File: src/rtl/mem_lsu.sv
`default_nettype none
// ============================================================================
// Module      : mem_lsu
// Description : Load/store unit between the pipeline MEM stage and a simple
//               request/acknowledge data bus. Checks each access for a legal
//               size code and natural alignment, formats store strobes/data
//               onto byte lanes, waits for the bus acknowledge and returns
//               sign- or zero-extended load data for one writeback cycle.
// Ports       : clk, rst                 - clock, synchronous active-high reset
//               m_mem_read/m_mem_write   - load / store request
//               m_mem_mode               - funct3 size/sign code
//               ex_result, rs2_data      - byte address (or ALU result), store data
//               rd_index, wb_reg_write, wb_memtoreg - writeback controls in
//               dmem_*                   - data bus request/response
//               mem_stall, misalign      - pipeline freeze, access fault
//               wb_result_out, rd_index_out, wb_reg_write_out, wb_memtoreg_out
// Revision    : 1.0 - initial release
// ============================================================================
module mem_lsu #(
    parameter int XLEN        = 32,
    parameter int RFIDX_WIDTH = 5
) (
    input  logic                   clk,
    input  logic                   rst,
    input  logic                   m_mem_read,
    input  logic                   m_mem_write,
    input  logic [2:0]             m_mem_mode,
    input  logic [XLEN-1:0]        ex_result,
    input  logic [XLEN-1:0]        rs2_data,
    input  logic [RFIDX_WIDTH-1:0] rd_index,
    input  logic                   wb_reg_write,
    input  logic                   wb_memtoreg,
    output logic                   dmem_req,
    output logic                   dmem_we,
    output logic [XLEN-1:0]        dmem_addr,
    output logic [XLEN-1:0]        dmem_wdata,
    output logic [3:0]             dmem_wstrb,
    input  logic                   dmem_ack,
    input  logic [XLEN-1:0]        dmem_rdata,
    output logic                   mem_stall,
    output logic                   misalign,
    output logic [XLEN-1:0]        wb_result_out,
    output logic [RFIDX_WIDTH-1:0] rd_index_out,
    output logic                   wb_reg_write_out,
    output logic                   wb_memtoreg_out
);

    typedef enum logic [1:0] {
        S_IDLE = 2'd0,
        S_REQ  = 2'd1,
        S_RESP = 2'd2
    } state_t;

    state_t           r_state;
    logic             r_dmem_req;
    logic             r_dmem_we;
    logic [XLEN-1:0]  r_dmem_addr;
    logic [XLEN-1:0]  r_dmem_wdata;
    logic [3:0]       r_dmem_wstrb;
    logic [2:0]       r_mode;
    logic [1:0]       r_off;
    logic [XLEN-1:0]  r_load_data;

    logic             w_is_load;
    logic             w_is_store;
    logic             w_mode_legal;
    logic             w_aligned;
    logic             w_valid;
    logic             w_idle;
    logic             w_accept;
    logic [3:0]       w_st_wstrb;
    logic [XLEN-1:0]  w_st_wdata;
    logic [7:0]       w_ld_byte;
    logic [15:0]      w_ld_half;
    logic [XLEN-1:0]  w_ld_fmt;

    // Exactly one of read/write must be set; both set is treated as a fault.
    assign w_is_load  = m_mem_read & ~m_mem_write;
    assign w_is_store = m_mem_write & ~m_mem_read;

    always_comb begin
        w_mode_legal = 1'b0;
        if (w_is_load) begin
            w_mode_legal = (m_mem_mode == 3'b000) || (m_mem_mode == 3'b001) ||
                           (m_mem_mode == 3'b010) || (m_mem_mode == 3'b100) ||
                           (m_mem_mode == 3'b101);
        end else if (w_is_store) begin
            w_mode_legal = (m_mem_mode == 3'b000) || (m_mem_mode == 3'b001) ||
                           (m_mem_mode == 3'b010);
        end
    end

    // mode[1:0] encodes the access size: byte, halfword, word.
    always_comb begin
        case (m_mem_mode[1:0])
            2'b00:   w_aligned = 1'b1;
            2'b01:   w_aligned = ~ex_result[0];
            2'b10:   w_aligned = (ex_result[1:0] == 2'b00);
            default: w_aligned = 1'b0;
        endcase
    end

    assign w_valid  = (w_is_load | w_is_store) & w_mode_legal & w_aligned;
    assign w_idle   = (r_state == S_IDLE);
    assign w_accept = w_idle & w_valid;

    // Store lane formatting; loads drive no strobes and zero data on the bus.
    always_comb begin
        w_st_wstrb = 4'b0000;
        w_st_wdata = '0;
        if (w_is_store) begin
            case (m_mem_mode[1:0])
                2'b00: begin
                    w_st_wstrb = 4'b0001 << ex_result[1:0];
                    w_st_wdata = {(XLEN/8){rs2_data[7:0]}};
                end
                2'b01: begin
                    w_st_wstrb = 4'b0011 << {ex_result[1], 1'b0};
                    w_st_wdata = {(XLEN/16){rs2_data[15:0]}};
                end
                default: begin
                    w_st_wstrb = 4'b1111;
                    w_st_wdata = rs2_data;
                end
            endcase
        end
    end

    // Load lane selection uses the offset captured at request time.
    assign w_ld_byte = dmem_rdata[{r_off, 3'b000} +: 8];
    assign w_ld_half = r_off[1] ? dmem_rdata[31:16] : dmem_rdata[15:0];

    always_comb begin
        case (r_mode)
            3'b000:  w_ld_fmt = {{(XLEN-8){w_ld_byte[7]}}, w_ld_byte};
            3'b100:  w_ld_fmt = {{(XLEN-8){1'b0}}, w_ld_byte};
            3'b001:  w_ld_fmt = {{(XLEN-16){w_ld_half[15]}}, w_ld_half};
            3'b101:  w_ld_fmt = {{(XLEN-16){1'b0}}, w_ld_half};
            default: w_ld_fmt = dmem_rdata;
        endcase
    end

    always_ff @(posedge clk) begin
        if (rst) begin
            r_state      <= S_IDLE;
            r_dmem_req   <= 1'b0;
            r_dmem_we    <= 1'b0;
            r_dmem_addr  <= '0;
            r_dmem_wdata <= '0;
            r_dmem_wstrb <= 4'b0000;
            r_mode       <= 3'b000;
            r_off        <= 2'b00;
            r_load_data  <= '0;
        end else begin
            case (r_state)
                S_IDLE: begin
                    if (w_accept) begin
                        r_dmem_req   <= 1'b1;
                        r_dmem_we    <= w_is_store;
                        r_dmem_addr  <= {ex_result[XLEN-1:2], 2'b00};
                        r_dmem_wdata <= w_st_wdata;
                        r_dmem_wstrb <= w_st_wstrb;
                        r_mode       <= m_mem_mode;
                        r_off        <= ex_result[1:0];
                        r_state      <= S_REQ;
                    end
                end
                S_REQ: begin
                    if (dmem_ack) begin
                        r_dmem_req <= 1'b0;
                        if (!r_dmem_we) begin
                            r_load_data <= w_ld_fmt;
                        end
                        r_state <= S_RESP;
                    end
                end
                S_RESP: begin
                    // Pipeline inputs are deliberately not sampled here.
                    r_state <= S_IDLE;
                end
                default: begin
                    r_state <= S_IDLE;
                end
            endcase
        end
    end

    assign dmem_req   = r_dmem_req;
    assign dmem_we    = r_dmem_we;
    assign dmem_addr  = r_dmem_addr;
    assign dmem_wdata = r_dmem_wdata;
    assign dmem_wstrb = r_dmem_wstrb;

    // The stall is raised in the accept cycle itself so upstream freezes
    // before the request reaches the bus.
    assign mem_stall = w_accept | (r_state == S_REQ);
    assign misalign  = w_idle & (m_mem_read | m_mem_write) & ~w_valid;

    assign wb_result_out    = ((r_state == S_RESP) && wb_memtoreg) ? r_load_data : ex_result;
    assign rd_index_out     = rd_index;
    assign wb_memtoreg_out  = wb_memtoreg;
    assign wb_reg_write_out = wb_reg_write & ~mem_stall & ~misalign;

endmodule
`default_nettype wire

File: config.mk
export PLATFORM = sky130hd
export DESIGN_NAME = mem_lsu
export DESIGN_NICKNAME = d
export VERILOG_FILES = /design/src/rtl/mem_lsu.sv
export SDC_FILE = /design/constraint.sdc
export NUM_CORES = 1
export LEC_CHECK = 0
export CAP_MARGIN = 25
export CELL_PAD_IN_SITES_DETAIL_PLACEMENT = 0
export CELL_PAD_IN_SITES_GLOBAL_PLACEMENT = 1
export CORE_MARGIN = 10
export CORE_UTILIZATION = 28
export DETAILED_ROUTE_END_ITERATION = 8
export PLACE_DENSITY = 0.88
export SLEW_MARGIN = 20
export SYNTH_ARGS = -nofsm -noshare
export SYNTH_HDL_FRONTEND = slang
export SYNTH_SLANG_ARGS = --single-unit
File: constraint.sdc
create_clock -name clk -period 2.2 [get_ports clk]
set_clock_uncertainty 0.15 [all_clocks]
set_input_delay 0.55 -clock clk [delete_from_list [all_inputs] [get_ports clk]]
set_output_delay 0.55 -clock clk [all_outputs]
set_load 0.02 [all_outputs]
==> impl_results.md, run 1 <==
* GRT overflow at 0
* Vias at 5539
* CP Data Arrival Time at 1.66 ns
* Peak supply drop at 378 µV
* Sequential area share after synthesis at 0.399
* Post-synth EDFFs at 0
* CP max FO at 2
* FFs w/ async S/R, synth at 0
* Share of cells above drive strength 1 at 0.240
* Initial Utilization at 0.286
* CTS sink count at 107
* Largest stage delay, worst path at 0.25 ns
* Clk buf depth at 2
* Met1 wire length at 9400 µm
* Period utilisation layout at 1.07
* Period minus WS final at between 2 and 2.5 ns
* Synth top cells by count: dfxtp_1 (107), a21oi_1 (74), o31ai_1 (51)
* Setup CP Type: input port to output pin
* Initial antenna violation count at 0
* Top cell type by total area after synthesis: dfxtp_1
* Status: finished, violations left
* Clk slew on worst S/H paths at 0.07 ns
* Synth-to-Final Area Change at 60.5%
* Wirelength per Cell at around 21 µm
* Syn Std Cell Area at 5370 µm²
* Setup ws final at -0.160 ns
* Routed Antenna Nets at 0
* Clk_lat worst skew at 0.35 ns
* Initial DRC count at 349
* Static Leakage at 3.10 nW
* GRT Overall Usage at 0.163
* Cells after synthesis at 593
* Die W at about 160 µm
* Final setup violation count at 35
* Final instance area at ~8600 µm²
* H-Tree Depth at 3
* Root Driver: clkbuf_16
* Synth top area cells: dfxtp_1 (40%), mux2_2 (8.0%), o31ai_1 (7.1%)
* DRC Markers at 0
* Die area at 25100 µm²
* CTS Buf Count at 9
* Row cnt at 50
* Post-synthesis cell type count at between 40 and 50
* Layout fillers at 1812
* WL final at 21700 µm
* Max cap viols at 0
* Setup crit end kind: output pin
* RSZ-0062 raised after global routing: true
* CP max stage cell: ha_4
* Dpl cell area at roughly 8100 µm²
* Most frequent cell after synthesis: dfxtp_1
* Met3 wire len at 1660 µm
* Cell Chain, Critical Path: buf_8 -> inv_6 -> ha_4 -> o21a_1 -> nand4_2 -> a31oi_2 -> nor2b_1 -> buf_4
* Violated checks: negative setup slack
* Worst endpoint required time at 1.50 ns
* Post-CTS Hold Buffers at 0
* Drt first pass iters at 6
* CTS tree: done
* Routed vias/inst at 5.24
* Worst hold slack at 0.317 ns
* Worst Hold Class: register to register
* Relative slew slack at 0.599
* Synth top area share at 0.399
* IO buf count at ~210
* Post-synthesis register bit count at 107
* Max Clock Freq at ~0.42 GHz
* Number of synthesis warnings at 0
* Largest net degree at the start of global routing at 53
* Post-DP HPWL at ~16000 µm
* ANT cells at 0
* PD cells at 513 nW/µm²
* I/O Pins at around 220
* Synth Flop Type: dfxtp_1
* DR WL met2 at 10300 µm
* GP Congestion at about 0.85
* Worst setup SP type: input port
* Post-layout nets at slightly above 900
* Mapped Avg Cell Area at 9.06 µm²
* Worst slew pin tran at ~0.6 ns
* Vias in the first global route at roughly 5400
* Hold Violations, Final at 0
* Die Y at 159 µm
* Post-Place Setup Slack at -1.16 ns
* Max Used Layer: met4
* First-pass GRT wire length at ~32000 µm
* Max-slew violations at 0
* Area of the core at 18800 µm²
-- repair_timing --
action / in CTS / in global routing
resized for setup: 180 / 83
cloned: 0 / 3
endpoints found under the setup margin: 135 / 102
buffers inserted: 0 / 3
pin swaps: 6 / 5
-- registers in the layout (all words and copies together) (netlist names) --
| name | count |
|---|---|
| dmem_req | 1 |
| r_mode | 3 |
| dmem_wdata | 32 |
| r_state | 2 |
| r_off | 2 |
| dmem_we | 1 |
| dmem_addr | 30 |
| dmem_wstrb | 4 |
| r_load_data | 32 |
-- placed cells by master (no fill, tap or decap), types with 4 or more instances in the layout --
master	n
a21oi_1	73
inv_1	5
o311ai_0	10
a211oi_1	9
a222oi_1	5
o21ai_0	31
clkdlybuf4s50_1	164
buf_12	8
o31ai_1	51
clkbuf_16	11
buf_6	35
dfxtp_1	105
nand2_1	33
mux2i_1	30
mux2_2	34
mux2_4	4
o2bb2ai_1	20
buf_4	66
o311ai_1	7
inv_6	4
nor2_1	13
nand3b_1	8
nand4_1	35
nand2b_1	5
buf_2	4
-- report_power, final --
group / switching (mW) / internal [mW] / leakage (nW) / total, mW
Clock: 0.793 / 0.788 / 0.139 / 1.58
Combinational: 0.401 / 0.453 / 2.10 / 0.854
Sequential: 0.0204 / 1.97 / 0.864 / 1.99
-- metal layers --
metal,global-route usage,vias to the layer above
met2,0.259,172
li1,-,2724
met1,0.211,2626
met4,0.0432,0
met5,0,-
met3,0.0486,17
-- stage by stage --
stage / setup TNS (ns) / utilization / cells / power [mW]
global route: -5.12 / 0.459 / 1058 / 4.61
CTS: -1.85 / 0.443 / 1053 / 4.42
detailed placement: -89.12 / 0.434 / 1037 / 2.86
floorplan: -0.184 / - / 594 / 2.39
global placement: -83.81 / 0.434 / 1037 / 2.85
finish: -3.68 / 0.459 / 1058 / 4.42
-- area by class of cell --
| type | instances | area [µm²] | share of cell area |
|---|---|---|---|
| Multi-Input combinational cell | 406 | 3010 | 0.349 |
| Timing Repair Buffer | 286 | 2840 | 0.329 |
| Sequential cell | 107 | 2140 | 0.249 |
| Tap cell | 234 | 293 | 0.0340 |
| Clock buffer | 9 | 225 | 0.0261 |
| Clock inverter | 7 | 60.1 | 0.00697 |
| Inverter | 9 | 51.3 | 0.00595 |
-- path summary, 6_finish.rpt --
path | from | to | slack, ns | cells past startpoint
min reg2reg | dmem_wstrb[1] | dmem_wstrb[1] | 0.32 | 1
max reg2reg | r_state[1] | dmem_wdata[8] | 0.14 | 7
max | m_mem_read | wb_reg_write_out | -0.16 | 8
min | dmem_wstrb[1] | dmem_wstrb[1] | 0.32 | 1
-- critical path, delay by kind of cell --
family | cells | cell delay [ns]
adder cells (fa/ha/maj) | 1 | 0.25
AO/OA/AOI/OAI | 2 | 0.37
AND/OR/NAND/NOR | 2 | 0.21
buffers and inverters | 3 | 0.29
-- cells by family (layout without fill, tap and decap cells) --
family          count (synthesis)  in the layout  share of synthesized area
mux                            68             68                      0.136
other cells                     1              2                   0.000698
compound gates                221            221                      0.275
fa+ha+maj                       3              3                    0.00699
flops                         107            107                      0.399
simple gates                  111            112                      0.113
buf+inv                        82            311                     0.0696
Note: power is estimated with default switching activity, not from simulation.
==> run 2, diff against run 1 <==
--- a/config.mk
+++ b/config.mk
@@ -5,12 +5,14 @@
 export SDC_FILE = /design/constraint.sdc
 export NUM_CORES = 1
 export LEC_CHECK = 0
+export ABC_AREA = 1
 export CAP_MARGIN = 25
 export CELL_PAD_IN_SITES_DETAIL_PLACEMENT = 0
 export CELL_PAD_IN_SITES_GLOBAL_PLACEMENT = 1
 export CORE_MARGIN = 10
-export CORE_UTILIZATION = 28
+export CORE_UTILIZATION = 26
 export DETAILED_ROUTE_END_ITERATION = 8
+export GPL_TIMING_DRIVEN = 0
 export PLACE_DENSITY = 0.88
 export SLEW_MARGIN = 20
 export SYNTH_ARGS = -nofsm -noshare
==> constraint.sdc (replaced) <==
create_clock -name clk -period 2.2 [get_ports clk]
set_clock_uncertainty 0.15 [all_clocks]
set_input_delay 0.33 -clock clk [delete_from_list [all_inputs] [get_ports clk]]
set_output_delay 0.33 -clock clk [all_outputs]
set_load 0.02 [all_outputs]
==> run 2 against run 1 <==
Effect of this change:
- the flow now finishes without violations
- global-route usage down 0.64 points
- worst setup slack improved by 0.24 ns
- sequential power hardly changed
- via count up 10%
- final cell count grew 30%
==> impl_results.md, run 2 <==
* Status: complete, no violations (was finished, violations left)
* Die W at 166 µm (was 159 µm)
* Post-synthesis mux area share at 0.0123 (was 0.136)
* Commonest non-fill, non-tap cell in the layout: nand2_1 (was clkdlybuf4s50_1)
* First-pass GRT wire length at 34400 µm (was 32400 µm)
* Multi-input logic area at 2680 µm² (was 3010 µm²)
* Worst slew pin tran at 0.640 ns (was 0.601 ns)
* I/O Pins at 222 (unchanged)
* Post-layout nets at 1207 (was 933)
* Post-synth EDFFs at 0 (unchanged)
* Worst setup SP type: register (was input port)
* Final setup violation count at 0 (was 35)
* Clk buf depth at 2 (unchanged)
* Max cap viols at 0 (unchanged)
* CTS sink count at 107 (unchanged)
* GRT Overall Usage at 0.157 (was 0.163)
* FFs w/ async S/R, synth at 0 (unchanged)
* Max-slew violations at 0 (unchanged)
* Final instance area at 8320 µm² (was 8620 µm²)
* Flop-to-flop setup slack at 0.32 ns (was 0.14 ns)
* Relative slew slack at 0.574 (was 0.599)
* Non-Filler Instances at 1378 (was 1058)
* Worst hold slack at 0.158 ns (was 0.317 ns)
* CTS tree: done (unchanged)
* WL final at 23000 µm (was 21700 µm)
* Worst endpoint required time at 1.72 ns (was 1.50 ns)
* Largest net degree at the start of global routing at 20 (was 53)
* Clock power share at 0.379 (was 0.358)
* Period utilisation layout at 0.965 (was 1.07)
* Post-synthesis register bit count at 107 (unchanged)
* Switching pwr at 1.29 mW (was 1.21 mW)
* Worst Setup EP: wb_result_out[6] (was wb_reg_write_out)
* Final Total Pwr at 4.53 mW (was 4.42 mW)
* Synth Flop Type: dfxtp_1 (unchanged)
* Number of synthesis warnings at 0 (unchanged)
* CTS Buf Count at 9 (unchanged)
* Fin util at 0.397 (was 0.459)
* Vias at 6118 (was 5539)
* WP buf/inv at 3 (unchanged)
* Routed Antenna Nets at 0 (unchanged)
* R2R cell count at 6 (was 7)
* Clk_lat worst skew at 0.36 ns (was 0.35 ns)
* Vias in the first global route at 5830 (was 5419)
* Peak supply drop at 321 µV (was 378 µV)
* Hold Violations, Final at 0 (unchanged)
* Share of cells above drive strength 1 at 0.116 (was 0.240)
* Die area at 27400 µm² (was 25100 µm²)
* Sequential area share after synthesis at 0.388 (was 0.399)
* Mapped Avg Cell Area at 6.38 µm² (was 9.06 µm²)
* Layout fillers at 2247 (was 1812)
* RSZ-0062 raised after global routing: false (was true)
* Adder-cell share of the synthesized area at 0.00681 (was 0.00699)
* GRT overflow at 0 (unchanged)
* Seq pwr share at 0.439 (was 0.449)
* Clk slew on worst S/H paths at 0.07 ns (about the same)
* M3 GR Usage at 0.0421 (was 0.0486)
* Area of the core at 21000 µm² (was 18800 µm²)
* Crit path launch: r_state[0] (was m_mem_read)
* Synth Area in XOR/XNOR at 0 (unchanged)
* Top cell type by total area after synthesis: dfxtp_1 (unchanged)
* Wirelength per Cell at 16.7 µm (was 20.5 µm)
* Switching share of power at 0.284 (was 0.275)
* IO buf count at 213 (was 209)
* Row cnt at 53 (was 50)
* DRC Markers at 0 (unchanged)
* Most frequent cell after synthesis: nand2_1 (was dfxtp_1)
* Post-Synth Simple-Gate Area at 0.270 (was 0.113)
* Critical Path Stages at 5 (was 8)
* Area fraction in compound gates after synthesis at 0.189 (was 0.275)
* CP max FO at 5 (was 2)
* Synth-to-Final Area Change at 50.9% (was 60.5%)
* M2 GR Usage at 0.259 (about the same)
* Root Driver: clkbuf_16 (unchanged)
* Synth top cells by count: nand2_1 (274), a21oi_1 (123), dfxtp_1 (107) (was dfxtp_1 (107), a21oi_1 (74), o31ai_1 (51))
* Initial antenna violation count at 5 (was 0)
* Register Area at 2140 µm² (about the same)
* Comb pwr share at 0.181 (was 0.193)
* Initial DRC count at 371 (was 349)
* Syn Std Cell Area at 5510 µm² (was 5370 µm²)
* Max Clock Freq at 0.471 GHz (was 0.424 GHz)
* Routed vias/inst at 4.44 (was 5.24)
* Setup crit end kind: output pin (unchanged)
* Cells after synthesis at 864 (was 593)
* Period minus WS final at 2.12 ns (was 2.36 ns)
* Dpl cell area at 7990 µm² (was 8140 µm²)
* Synth top area share at 0.388 (was 0.399)
* CP max stage cell: dfxtp_1 (was ha_4)
* Worst Hold Class: input port to register (was register to register)
* Placed cells at 1353 (was 1037)
* Post-synthesis cell type count at 28 (was 47)
* Static Leakage at 3.50 nW (was 3.10 nW)
* Drt first pass iters at 5 (was 6)
* CP Data Arrival Time at 1.64 ns (was 1.66 ns)
* RR Endpoint: dmem_wdata[30] (was dmem_wdata[8])
* Met1 usage at 0.191 (was 0.211)
* Initial Utilization at 0.263 (was 0.286)
* Most frequent cells in the layout: nand2_1 (272), clkdlybuf4s50_1 (171), a21oi_1 (123) (was clkdlybuf4s50_1 (164), dfxtp_1 (105), a21oi_1 (73))
* Post-DP HPWL at 18300 µm (was 15800 µm)
* Largest stage delay, worst path at 0.34 ns (was 0.25 ns)
* Top delay family on crit path: buffers and inverters (was compound AO/OA/AOI/OAI gates)
* H-Tree Depth at 3 (unchanged)
* Reg2reg start: r_state[1] (unchanged)
* PD cells at 544 nW/µm² (was 513 nW/µm²)
* Gr busiest metal: met2 (unchanged)
* GP Congestion at 0.919 (was 0.854)
* Setup CP Type: register to output pin (was input port to output pin)
* Main combinational cell family by area after synthesis: simple AND/OR/NAND/NOR gates (was compound AO/OA/AOI/OAI gates)
* Cell Chain, Critical Path: inv_2 -> nand3_4 -> buf_8 -> mux2_2 -> clkdlybuf4s15_2 (was buf_8 -> inv_6 -> ha_4 -> o21a_1 -> nand4_2 -> a31oi_2 -> nor2b_1 -> buf_4)
* Synth top area cells: dfxtp_1 (39%), nand2_1 (19%), a21oi_1 (11%) (was dfxtp_1 (40%), mux2_2 (8.0%), o31ai_1 (7.1%))
* Internal at 3.24 mW (was 3.21 mW)
* Die Y at 166 µm (was 159 µm)
-- run 2: cell count changes after synthesis, sizes merged, moves of 31 or more --
cell,previous run,this run
nand2,33,276
inv,9,110
o31ai,52,0
a21oi,75,123
o21ai,32,73
nor2,13,51
mux2,38,6
nand4,36,5
-- run 2: kinds of logic after synthesis --
kind of cell               after synthesis
and+or+nand+nor                        373
AOI/OAI and AO/OA                      204
buffers and inverters                  170
DFF                                    107
muxes                                    6
adders and majority gates                3
other                                    1
-- run 2: worst min-delay path by stage --
stage                        start              to  slack [ns]  cells past startpoint
finish                ex_result[0]        r_off[0]        0.16                      3
global route          ex_result[0]        r_off[0]        0.17                      3
CTS                  m_mem_mode[0]       r_mode[0]        0.30                      3
detailed placement  dmem_wdata[15]  dmem_wdata[15]        0.30                      2
global placement      dmem_addr[7]    dmem_addr[7]        0.30                      2
floorplan            dmem_rdata[4]  r_load_data[4]        0.32                      2
-- run 2: area by class of cell --
cell class	count	share of cell area
buffer	58	0.0402
clock inverter	7	0.00992
antenna	5	0.00150
inverter	111	0.0501
multi-input combinational	588	0.322
tap	275	0.0414
sequential	107	0.257
timing repair buffer	218	0.251
clock buffer	9	0.0271
-- run 2: repair_timing --
item	4_1_cts	5_1_grt
gates cloned	0	1
gates resized for setup	176	24
setup buffers	4	0
endpoints found under the setup margin	35	41
hold buffers	0	0
endpoints found under the hold margin	0	0
pin swaps	6	3
-- run 2: worst min-delay path, cell delays in order --
cell,delay (ns)
dlymetal6s2s_1,0.15
nand2_1,0.07
a21oi_1,0.05
-- run 2: power groups by stage --
stage	Combinational [mW]	Clock (mW)	Sequential, mW
floorplan	0.356	0	2.06
global placement	0.833	0	2.03
detailed placement	0.833	0	2.03
CTS	0.821	1.75	1.99
global route	0.890	1.83	1.99
finish	0.822	1.72	1.99
-- run 2: layer usage --
layer  vias up  share of wire
li1       3185              -
met1      2756           0.45
met2       147           0.47
met3        30          0.054
met4         0          0.021
met5         -              0
-- run 2: through the flow --
stage / TNS [ns] / setup WS (ns)
after CTS: -0.0198 / -0.00999
after global placement: -39.20 / -0.755
after floorplan: 0 / 0.212
after global routing: 0 / 0.00638
after detailed placement: -38.34 / -0.782
final: 0 / 0.0761
==> run 3, diff against run 2 <==
--- a/config.mk
+++ b/config.mk
@@ -11,6 +11,7 @@
 export CELL_PAD_IN_SITES_GLOBAL_PLACEMENT = 1
 export CORE_MARGIN = 10
 export CORE_UTILIZATION = 26
+export CTS_CLUSTER_DIAMETER = 150
 export DETAILED_ROUTE_END_ITERATION = 8
 export GPL_TIMING_DRIVEN = 0
 export PLACE_DENSITY = 0.88
==> results of run 3 <==
Final layout, timing and power as in run 2 (identical DEF).
